==> src/rtl/alu_pkg.sv <==
// Shared ALU opcode constants and sequencer state encoding.
// Used by simple_alu, alu_op_sequencer, the reference model and benches.
package alu_pkg;

  localparam int OP_W = 4;

  localparam logic [OP_W-1:0] OP_AND    = 4'd0;
  localparam logic [OP_W-1:0] OP_OR     = 4'd1;
  localparam logic [OP_W-1:0] OP_XOR    = 4'd2;
  localparam logic [OP_W-1:0] OP_NOT_A  = 4'd3;
  localparam logic [OP_W-1:0] OP_NOT_B  = 4'd4;
  localparam logic [OP_W-1:0] OP_ADD    = 4'd5;
  localparam logic [OP_W-1:0] OP_SUB    = 4'd6;
  localparam logic [OP_W-1:0] OP_PASS_A = 4'd7;
  localparam logic [OP_W-1:0] OP_PASS_B = 4'd8;

  typedef enum logic [1:0] {
    IDLE  = 2'd0,
    DRIVE = 2'd1,
    EMIT  = 2'd2,
    DONE  = 2'd3
  } seq_state_e;

endpackage

==> src/rtl/alu_ref_model.sv <==
// Combinational golden model of simple_alu for result self-checking.
// Ports: a_i/b_i operands, op_i opcode, exp_o expected result (0 for
// undefined opcodes).
module alu_ref_model
  import alu_pkg::*;
#(
  parameter int WIDTH = 1
) (
  input  logic [WIDTH-1:0] a_i,
  input  logic [WIDTH-1:0] b_i,
  input  logic [OP_W-1:0]  op_i,
  output logic [WIDTH-1:0] exp_o
);

  always_comb begin
    exp_o = '0;
    case (op_i)
      OP_AND:    exp_o = a_i & b_i;
      OP_OR:     exp_o = a_i | b_i;
      OP_XOR:    exp_o = a_i ^ b_i;
      OP_NOT_A:  exp_o = ~a_i;
      OP_NOT_B:  exp_o = ~b_i;
      OP_ADD:    exp_o = a_i + b_i;
      OP_SUB:    exp_o = a_i - b_i;
      OP_PASS_A: exp_o = a_i;
      OP_PASS_B: exp_o = b_i;
      default:   exp_o = '0;
    endcase
  end

endmodule

==> src/rtl/alu_op_sequencer.sv <==
// Sweeps an attached ALU through opcodes 0..NUM_OPS-1 for one latched
// operand pair and streams each settled result out on a valid/ready port.
// Ports: clk/rst_n (sync, active low); start_valid/start_ready with
// a_in/b_in; alu_a/alu_b/alu_sel/alu_result to the ALU; res_valid/
// res_ready/res_op/res_data result stream; busy; done pulse.
// Build option ALU_SEQ_CHECK_EN adds mismatch and err_count (8-bit sat.)
// driven by an internal alu_ref_model.
module alu_op_sequencer
  import alu_pkg::*;
#(
  parameter int WIDTH   = 1,
  parameter int NUM_OPS = 9,
  parameter int SETTLE  = 1
) (
  input  logic             clk,
  input  logic             rst_n,
  input  logic             start_valid,
  output logic             start_ready,
  input  logic [WIDTH-1:0] a_in,
  input  logic [WIDTH-1:0] b_in,
  output logic [WIDTH-1:0] alu_a,
  output logic [WIDTH-1:0] alu_b,
  output logic [OP_W-1:0]  alu_sel,
  input  logic [WIDTH-1:0] alu_result,
  output logic             res_valid,
  input  logic             res_ready,
  output logic [OP_W-1:0]  res_op,
  output logic [WIDTH-1:0] res_data,
  output logic             busy,
  output logic             done
`ifdef ALU_SEQ_CHECK_EN
  ,
  output logic             mismatch,
  output logic [7:0]       err_count
`endif
);

  localparam int CW = (SETTLE > 1) ? $clog2(SETTLE) : 1;
  localparam logic [CW-1:0]   CNT_LAST = CW'(SETTLE - 1);
  localparam logic [OP_W-1:0] OP_LAST  = OP_W'(NUM_OPS - 1);

  seq_state_e       state_q, state_d;
  logic [OP_W-1:0]  op_q, op_d;
  logic [CW-1:0]    cnt_q, cnt_d;
  logic [WIDTH-1:0] a_q, a_d;
  logic [WIDTH-1:0] b_q, b_d;
  logic [WIDTH-1:0] data_q, data_d;
  logic [OP_W-1:0]  rop_q, rop_d;

  always_ff @(posedge clk) begin
    if (!rst_n) begin
      state_q <= IDLE;
      op_q    <= '0;
      cnt_q   <= '0;
      a_q     <= '0;
      b_q     <= '0;
      data_q  <= '0;
      rop_q   <= '0;
    end else begin
      state_q <= state_d;
      op_q    <= op_d;
      cnt_q   <= cnt_d;
      a_q     <= a_d;
      b_q     <= b_d;
      data_q  <= data_d;
      rop_q   <= rop_d;
    end
  end

  always_comb begin
    state_d     = state_q;
    op_d        = op_q;
    cnt_d       = cnt_q;
    a_d         = a_q;
    b_d         = b_q;
    data_d      = data_q;
    rop_d       = rop_q;
    start_ready = 1'b0;
    res_valid   = 1'b0;
    busy        = 1'b1;
    done        = 1'b0;
    alu_sel     = op_q;
    unique case (state_q)
      IDLE: begin
        start_ready = 1'b1;
        busy        = 1'b0;
        alu_sel     = '0;
        if (start_valid) begin
          a_d     = a_in;
          b_d     = b_in;
          op_d    = '0;
          cnt_d   = '0;
          state_d = DRIVE;
        end
      end
      DRIVE: begin
        // Sample only after the ALU inputs have been stable SETTLE cycles.
        if (cnt_q == CNT_LAST) begin
          cnt_d   = '0;
          data_d  = alu_result;
          rop_d   = op_q;
          state_d = EMIT;
        end else begin
          cnt_d = cnt_q + 1'b1;
        end
      end
      EMIT: begin
        res_valid = 1'b1;
        if (res_ready) begin
          if (op_q == OP_LAST) begin
            state_d = DONE;
          end else begin
            op_d    = op_q + 1'b1;
            state_d = DRIVE;
          end
        end
      end
      DONE: begin
        done    = 1'b1;
        state_d = IDLE;
      end
      default: state_d = IDLE;
    endcase
  end

  assign alu_a    = a_q;
  assign alu_b    = b_q;
  assign res_op   = rop_q;
  assign res_data = data_q;

`ifdef ALU_SEQ_CHECK_EN
  logic [WIDTH-1:0] exp_w;
  logic [7:0]       err_q, err_d;
  logic             start_hs;
  logic             accept;

  alu_ref_model #(
    .WIDTH(WIDTH)
  ) u_ref (
    .a_i  (a_q),
    .b_i  (b_q),
    .op_i (rop_q),
    .exp_o(exp_w)
  );

  assign start_hs = (state_q == IDLE) && start_valid;
  assign accept   = (state_q == EMIT) && res_ready;
  assign mismatch = (state_q == EMIT) && (data_q != exp_w);

  always_comb begin
    err_d = err_q;
    if (start_hs) begin
      err_d = '0;
    end else if (accept && mismatch && (err_q != 8'hFF)) begin
      err_d = err_q + 8'd1;
    end
  end

  always_ff @(posedge clk) begin
    if (!rst_n) begin
      err_q <= '0;
    end else begin
      err_q <= err_d;
    end
  end

  assign err_count = err_q;
`endif

endmodule

==> config.mk <==
export PLATFORM = sky130hd
export DESIGN_NAME = alu_op_sequencer
export DESIGN_NICKNAME = d
export VERILOG_FILES = /design/src/rtl/alu_pkg.sv /design/src/rtl/alu_ref_model.sv /design/src/rtl/alu_op_sequencer.sv
export SDC_FILE = /design/constraint.sdc
export NUM_CORES = 1
export LEC_CHECK = 0
export CAP_MARGIN = 10
export CELL_PAD_IN_SITES_DETAIL_PLACEMENT = 1
export CELL_PAD_IN_SITES_GLOBAL_PLACEMENT = 1
export CORE_ASPECT_RATIO = 1.75
export CORE_UTILIZATION = 28
export DETAILED_ROUTE_END_ITERATION = 8
export HOLD_SLACK_MARGIN = 0.06
export PLACE_DENSITY = 0.8
export REMOVE_ABC_BUFFERS = 1
export SLEW_MARGIN = 20
export SYNTH_ARGS = -nofsm -noshare
export SYNTH_HDL_FRONTEND = slang
export SYNTH_SLANG_ARGS = --single-unit
==> constraint.sdc <==
create_clock -name clk -period 1.2 [get_ports clk]
set_clock_uncertainty 0.1 [all_clocks]
set_input_delay 0.24 -clock clk [delete_from_list [all_inputs] [get_ports clk]]
set_output_delay 0.24 -clock clk [all_outputs]
set_load 0.01 [all_outputs]
==> impl_metrics.csv <==
group,metric,value,unit
status,outcome,"finished with violations",
status,violations,"negative setup slack",
setup_path,ff2ff_path_depth,5,
routing,drtIter0Drc,12,
floorplanning,core_area,0.002120,mm2
sta,rsz0062_at_grt,"true",
global_routing,track_usage,17.70,%
synth,synth_compound_area_share,9.357,%
synth,avgSynthCellArea,8.915,um2
synth,synthTopCellsByArea,"dfxtp_1 41%, mux2i_1 12%, nor2_1 5.8%, ha_1 3.9%, nand3b_1 3.5%",
routing,drcViolationCount,0,
sta,worst_slack,-190.6,ps
synth,syn_area,641.9,um2
setup_path,worstPathArrival,1050,ps
synth,synth_seq_cells,13,
setup_path,crit_start,"state_q[1]",
synth,yosys-mux-area-fraction,12.48,%
synth,synth_cells,72,
routing,wl,1.982,mm
finish,design_area,0.001072,mm2
setup_path,crit_path_max_fanout,4,
sta,worstMarginPinSlew,223.7,ps
floorplanning,io_pins,22,
finish,multi_input_area,395.4,um2
synth,synth-seq-area-share,40.55,%
power_and_ir_drop,peakVddDrop,0.5164,mV
hold_path,hold-path-cell-count,2,
floorplanning,start_util,30.28,%
hold_path,hold_class,"register to register",
sta,relSlewSlack,85.04,%
finish,diodes,0,
sta,fmax,719.1,MHz
power_and_ir_drop,leakage,0.4896,nW
routing,dr.pass1.iters,4,
global_routing,grt_pass1_wl,3.125,mm
floorplanning,die_h,65.34,um
finish,fillers,245,
setup_path,slowest_stage,"dfxtp_2",
place,routabilityCongestion,0.8347,
sta,finalHoldViolations,0,
clock_network,ctsHoldBuffers,0,
global_routing,antenna_found_initial,0,
setup_path,critPathBufInv,2,
clock_network,cts.htree.levels,1,
place,placedInstanceArea,0.001010,mm2
floorplanning,die-area,0.002495,mm2
job,cap_viol_max_count,0,
global_routing,grt_max_degree,9,
setup_path,worstReg2RegStart,"state_q[1]",
power_and_ir_drop,finalPower,0.9319,mW
setup_path,start_kind,"register",
power_and_ir_drop,p_per_area,869.1,mW/mm2
place,dp_slack,-313.2,ps
finish,area_growth,67.06,%
synth,ys.warnings.count,0,
sta,slew_violations,0,
setup_path,r2r_slack,-110,ps
global_routing,grt_pass1_vias,686,
routing,route.detailed.wl_per_inst,14.57,um
clock_network,clkSinkCount,13,
setup_path,crit_type,"register to output port",
synth,synth_xor_area_share,0,%
routing,final_antenna_net_count,0,
finish,fin_nets,122,
clock_network,cts_tree,"yes",
sta,holdWs,390.9,ps
setup_path,cp_top_family,"flip-flops",
sta,setup_violations,20,
synth,synthDistinctLibCells,28,
routing,num_vias,686,
setup_path,reg2reg_to,"alu_a",
synth,synth_edf_count,0,
clock_network,clk_pin_slew,80,ps
clock_network,cts_root_buf,"clkbuf_4",
clock_network,cts_buffers,3,
finish,drive_above_1_share,51.79,%
setup_path,max_stage_delay,340,ps
synth,synth-main-ff-cell,"dfxtp_1",
synth,synthSimpleGateAreaFrac,26.51,%
clock_network,cts_max_path_buffers,2,
synth,synth.largest_area_cell,"dfxtp_1",
sta,fin_crit,1391,ps
synth,yosysTopAreaCellShare,40.55,%
setup_path,worstPathRequired,860,ps
hold_path,hold_start,"res_data",
setup_path,crit_path_end_kind,"output port",
hold_path,hold_end,"res_data",
place,hpwlAfterDp,1.424,mm
synth,synthAdderAreaFrac,3.899,%
setup_path,worstPathCellList,"buf_4, and2b_1, buf_2",
synth,synth_top_family_by_area,"simple AND/OR/NAND/NOR gates",
finish,seq_area,271.5,um2
global_routing,grt-ovfl-total,0,
floorplanning,row_count,22,
clock_network,clk_latency,270,ps
routing,viasPerCell,5.044,
floorplanning,dieWidth,38.19,um
sta,fin_crit_sh,115.9,%
synth,synthArstFlopShare,0,%
place,portBuffers,21,
## per-stage QoR
step / cells / util [%] / setup TNS (ps)
CTS: 137 / 49.47 / -2235
floorplan: 68 / - / -254.6
detailed placement: 132 / 47.64 / -4480
finish: 136 / 50.59 / -2057
global route: 136 / 50.59 / -2921
global placement: 132 / 47.64 / -4175
## state kept, by name (all words and copies together) (netlist names)
signal / cells
alu_b: 1
op_q: 4
res_op: 4
res_data: 1
state_q: 2
alu_a: 1
## cells in the mapped netlist (2+ instances only)
cell type / instances
a31oi_1: 3
dfxtp_1: 13
ha_1: 2
inv_1: 5
mux2i_1: 8
nand2_1: 2
nand3_1: 2
nand3b_1: 3
nand4_1: 2
nor2_1: 10
nor2b_1: 3
o21ai_0: 3
## cells in the final DEF, fill, tap and decap left out, types with 4 or more instances in the layout
cell / netlist / layout
clkdlybuf4s50_1: 0 / 6
dfxtp_2: 0 / 9
buf_4: 1 / 14
buf_2: 1 / 9
buf_6: 1 / 5
dfxtp_1: 13 / 4
mux2i_1: 8 / 8
nor2_1: 10 / 9
## cell families (layout without fill, tap and decap cells)
family,after synthesis,after routing
multiplexers,8,8
AO/OA/AOI/OAI,10,10
adder cells (fa/ha/maj),2,2
flip-flops,13,13
AND/OR/NAND/NOR,30,30
buffers and inverters,9,49
## area by class of cell
cell class                      count  share of cell area, %
Clock buffer                        4                  2.450
Sequential cell                    13                  25.32
Tap cell                           24                  2.800
Timing Repair Buffer               40                  30.81
Inverter                            5                  1.750
Multi-Input combinational cell     50                  36.87
## worst register-to-register path, stage by stage (launching register included)
cell     delay [ps]
dfxtp_2         340
buf_4           150
buf_6           120
nor3b_4         230
mux2i_1         210
nor2_1           50
## per-layer routing
metal	track usage [%]	vias up	share of wire [%]
met1	20.90	343	39
met3	1.014	2	2.1
li1	-	329	-
met4	9.375	0	0.71
met2	30.30	12	58
met5	0	-	0
## power by group
part           switching [mW]  total, mW  internal [mW]
clock network           0.145      0.274          0.129
logic                  0.0895      0.203          0.113
registers             0.00944      0.455          0.446
## repair_timing
action,in CTS,in global routing
setup buffers,2,0
endpoints found under the setup margin,27,27
gates resized for setup,64,21
pin swaps,5,8
## worst max path at each step
stage	endpoint	slack, ps	depth (start not counted)
after floorplan	op_q[1]	-180	5
after global routing	res_valid	-220	3
after global placement	res_valid	-290	3
after CTS	alu_sel[0]	-190	4
final	res_valid	-190	3
after detailed placement	op_q[0]	-310	5
Note: power is estimated with default switching activity, not from simulation.
